`src/rtl/dpram_fifo_pkg.sv`:
```
// Shared pointer helpers for the dual-port RAM FIFO controller.
// Pointers carry one extra wrap bit above the RAM address.
package dpram_fifo_pkg;

  function automatic int addr_w(input int depth);
    return $clog2(depth);
  endfunction

  function automatic logic ptr_full(
    input logic [31:0] wr,
    input logic [31:0] rd,
    input int          aw
  );
    logic [31:0] lo;
    lo = (32'd1 << aw) - 32'd1;
    return (wr[aw] != rd[aw]) &&
           ((wr & lo) == (rd & lo));
  endfunction

  function automatic logic [31:0] ptr_count(
    input logic [31:0] wr,
    input logic [31:0] rd,
    input int          aw
  );
    logic [31:0] m;
    m = (32'd1 << (aw + 1)) - 32'd1;
    return (wr - rd) & m;
  endfunction

endpackage

```
`src/rtl/dpram_fifo_ctrl_ptr.sv`:
```
// Wrapping pointer with an extra wrap bit; one per FIFO side.
// Rolls over naturally so the wrap bit toggles every DEPTH steps.
module fifo_ptr #(
  parameter int W = 4
) (
  input  logic         clk,
  input  logic         rst_n,
  input  logic         inc,
  output logic [W-1:0] ptr
);

  always_ff @(posedge clk or negedge rst_n) begin
    if (!rst_n)
      ptr <= '0;
    else if (inc)
      ptr <= ptr + W'(1);
  end

endmodule

```
`src/rtl/dpram_fifo_ctrl.sv`:
```
// FIFO controller driving an external dual-port RAM (A write, B read).
// Holds only pointers, flags and the one-cycle read-valid pipeline.
module dpram_fifo_ctrl
  import dpram_fifo_pkg::*;
#(
  parameter int DATA_WIDTH = 8,
  parameter int DEPTH      = 256,
  parameter int AF_THRESH  = DEPTH - 16,
  localparam int ADDR_W    = addr_w(DEPTH),
  localparam int PW        = ADDR_W + 1
) (
  input  logic                  clk,
  input  logic                  rst_n,
  input  logic                  push,
  input  logic [DATA_WIDTH-1:0] push_data,
  input  logic                  pop,
  output logic [DATA_WIDTH-1:0] pop_data,
  output logic                  pop_valid,
  output logic                  full,
  output logic                  empty,
  output logic                  almost_full,
  output logic [PW-1:0]         count,
  output logic                  overflow,
  output logic                  underflow,
  output logic                  ram_wr_en,
  output logic [ADDR_W-1:0]     ram_wr_addr,
  output logic [DATA_WIDTH-1:0] ram_wr_data,
  output logic                  ram_rd_en,
  output logic [ADDR_W-1:0]     ram_rd_addr,
  input  logic [DATA_WIDTH-1:0] ram_rd_data
);

  logic [PW-1:0] wr_ptr;
  logic [PW-1:0] rd_ptr;
  logic          push_acc;
  logic          pop_acc;

  fifo_ptr #(.W(PW)) u_wr_ptr (
    .clk   (clk),
    .rst_n (rst_n),
    .inc   (push_acc),
    .ptr   (wr_ptr)
  );

  fifo_ptr #(.W(PW)) u_rd_ptr (
    .clk   (clk),
    .rst_n (rst_n),
    .inc   (pop_acc),
    .ptr   (rd_ptr)
  );

  assign empty = (wr_ptr == rd_ptr);
  assign full  = ptr_full(32'(wr_ptr),
                          32'(rd_ptr), ADDR_W);
  assign count = PW'(ptr_count(32'(wr_ptr),
                               32'(rd_ptr), ADDR_W));
  assign almost_full =
    (32'(count) >= 32'(AF_THRESH));

  // A push while full is refused even alongside a pop.
  assign push_acc = push & ~full;
  assign pop_acc  = pop & ~empty;

  assign ram_wr_en   = push_acc;
  assign ram_wr_addr = wr_ptr[ADDR_W-1:0];
  assign ram_wr_data = push_data;
  assign ram_rd_en   = pop_acc;
  assign ram_rd_addr = rd_ptr[ADDR_W-1:0];

  // RAM output register already holds data; no local copy.
  assign pop_data = ram_rd_data;

  always_ff @(posedge clk or negedge rst_n) begin
    if (!rst_n) begin
      pop_valid <= 1'b0;
      overflow  <= 1'b0;
      underflow <= 1'b0;
    end else begin
      pop_valid <= pop_acc;
      overflow  <= push & full;
      underflow <= pop & empty;
    end
  end

endmodule
```
`config.mk`:
```
export PLATFORM = sky130hd
export DESIGN_NAME = dpram_fifo_ctrl
export DESIGN_NICKNAME = d
export VERILOG_FILES = /design/src/rtl/dpram_fifo_pkg.sv /design/src/rtl/dpram_fifo_ctrl_ptr.sv /design/src/rtl/dpram_fifo_ctrl.sv
export SDC_FILE = /design/constraint.sdc
export NUM_CORES = 1
export LEC_CHECK = 0
export BUFFER_PORTS_ARGS = -buffer_cell sky130_fd_sc_hd__buf_2
export CORE_MARGIN = 8
export CORE_UTILIZATION = 51
export CTS_CLUSTER_SIZE = 8
export DETAILED_ROUTE_END_ITERATION = 7
export GPL_TIMING_DRIVEN = 0
export PLACE_DENSITY_LB_ADDON = 0.05
export REMOVE_ABC_BUFFERS = 1
export SLEW_MARGIN = 20
export SYNTH_ARGS = -nofsm -noshare
export SYNTH_HDL_FRONTEND = slang
export SYNTH_SLANG_ARGS = --single-unit
```
`constraint.sdc`:
```
create_clock -name clk -period 5.82 [get_ports clk]
set_clock_uncertainty 0.05 [all_clocks]
set_input_delay 1.164 -clock clk [delete_from_list [all_inputs] [get_ports clk]]
set_output_delay 1.164 -clock clk [all_outputs]
set_load 0.01 [all_outputs]
```
==> results.cfg <==
[timing]
maxSlewViolCount = 0
fmax_ghz = 0.2583
fin_crit_sh = 0.6653
setup_tns_ps = 0
hold_slack_ps = 489.3
period_minus_slack_ps = 3872
worst_slew_pin_slew_ps = 500.1
max_slew_margin = 0.6642
rsz0062_at_grt = false
finalHoldViolCount = 0
setup_violations = 0

[global_route]
grt-ovfl-total = 0
track_usage = 0.1367
grt_pass1_wl_um = 5485
grt_max_degree = 22
antenna_found_initial = 0
grt_pass1_vias = 1148

[route]
met1_length_um = 1421
met2_wirelength_um = 1484
drc_errors = 0
vias_per_cell = 5.453
postRouteAntennaNets = 0
wire_per_inst_um = 16.40
via_count = 1107
highest_layer = met4
drt_iter0_drc = 40
routed-wl-met3_um = 413
first_pass_iters = 4
routed_wl_um = 3330

[finish]
final_common_cell = buf_2
nNetsFinal = 202
nFillCells = 304
seqCellArea_sq_um = 525.5
final_cell_mix = buf_2, dfrtp_1, xnor2_1
area_growth_pct = -0.5572
multiInputGateArea_sq_um = 740.7
diodes = 0
design_area_sq_um = 1563
drive_gt1_frac = 0.2588
post-route-util = 0.5204

[floorplanning]
die_area_sq_um = 5114
die_width_um = 71.51
start_util = 0.5233
die_y_um = 71.51
boundaryPins = 69
coreArea_sq_um = 3003
rows = 20

[logic_synthesis]
ys_seq_area_frac = 0.3344
synth_cell_type_count = 33
post_synth_inst_count = 164
ys.flop_type = dfrtp_1
yosysWarnings = 0
yosys.area.top_type = dfrtp_1
post_synth.cell_area_avg_sq_um = 9.582
synth-edff-count = 0
synth.top_cell.area_share = 0.3344
synth-seq-cells = 21
synth_async_sr_flop_share = 1.000
synthTopCellsByArea = dfrtp_1, buf_4, xnor2_1
synth_area_sq_um = 1572

[setup_path]
cp_common_cell = inv_1
crit_arrival_ps = 2660
slowest_stage = dfrtp_1
crit_path_max_fanout = 4
worstPathBufferInverterCount = 3
end_kind = output port
slowest_delay_ps = 420
crit_cells = 10
cp.required_ps = 4610
critPathLaunchType = register
critPathTopFamily = compound AO/OA/AOI/OAI gates
r2r_cells = 7
path_class = reg -> out
rrSetupSlack_ps = 3420
path_cells = inv_1, ha_1, inv_1, fa_1, a211oi_1, nor2_1, a221oi_1, xnor2_1, a41o_1, buf_2

[pwr]
p_leak_nw = 0.7802
p_total_mw = 1.018
vdd_ir_drop_max_mv = 0.3529
powerDensity_nw_per_um2 = 651.3

[min_path]
min_path_type = reg -> reg
hold_path_depth = 1

[cts]
root_buffer = clkbuf_4
worstSkewPairLatency_ps = 310
clk_path_buf_depth = 2
cts_setup_buffers = 0
cts_resized = 0
htreeDepth = 1
cts_hold_buf = 0
clock-sinks = 21
cts_tree = built
numCtsBuffers = 3
path_clk_slew_ps = 110

[placement]
gp_congestion = 0.7725
dpl_cell_area_sq_um = 1536
port_buffers = 36
dp.final_hpwl_um = 2668

[flow_run]
maxCapViolations = 0

[status]
status = finished, final reports clean
## layout make-up
class                      instances  area share
multi-input combinational         96      0.4740
sequential                        21      0.3363
timing repair buffer              36      0.1153
inverter                          13     0.03122
tap                               33     0.02642
clock buffer                       4     0.01681
## per-layer routing
metal | vias to the layer above | track usage
met4 | 0 | 0.02494
met2 | 54 | 0.2000
met1 | 519 | 0.1621
met3 | 2 | 0.08926
met5 | - | 0.03297
li1 | 532 | -
## path summary, 6_finish.rpt
path                                                   from                           to
worst max-delay path            u_wr_ptr.ptr[0]$_DFFE_PN0P_                  almost_full
max in group asynchronous                             rst_n  u_wr_ptr.ptr[3]$_DFFE_PN0P_
worst max register to register  u_rd_ptr.ptr[2]$_DFFE_PN0P_  u_rd_ptr.ptr[8]$_DFFE_PN0P_
worst min-delay path            u_wr_ptr.ptr[4]$_DFFE_PN0P_  u_wr_ptr.ptr[4]$_DFFE_PN0P_
min in group asynchronous                             rst_n           overflow$_DFF_PN0_
worst min register to register  u_wr_ptr.ptr[4]$_DFFE_PN0P_  u_wr_ptr.ptr[4]$_DFFE_PN0P_
## flip-flops by register name, summed over array words and instances (netlist names)
name and flops:
u_rd_ptr.ptr 9, u_wr_ptr.ptr 9, overflow 1, pop_valid 1, underflow 1
## kinds of logic (layout without fill, tap and decap cells)
kind of cell,Yosys count,count (layout),share of synthesized area
DFF,21,21,0.3344
adders and majority gates,11,11,0.09236
and+or+nand+nor,39,39,0.1314
xor gates and xnor gates,24,24,0.1338
AOI/OAI and AO/OA,21,21,0.1067
buffers and inverters,47,53,0.1943
muxes,1,1,0.007165
## stage by stage
stage               setup WS (ps)  cells
finish                       1948    203
global placement             2342    199
detailed placement           2291    199
global route                 1730    203
floorplan                    2453    130
CTS                          1911    203
## cells in the mapped netlist (4+ instances only)
cell type  number
a21oi_1         5
buf_4          32
dfrtp_1        21
ha_1           10
inv_1          13
nand2_1         6
nand3_1         4
nand4_1         7
nor2_1          9
o21ai_0         4
xnor2_1        19
xor2_1          5
## power breakdown
part           internal, mW  total [mW]  switching (mW)
Clock                0.0268      0.0707          0.0439
Combinational         0.293       0.675           0.382
Sequential            0.199       0.272          0.0736
No activity file was read; power rests on OpenSTA's default activity.
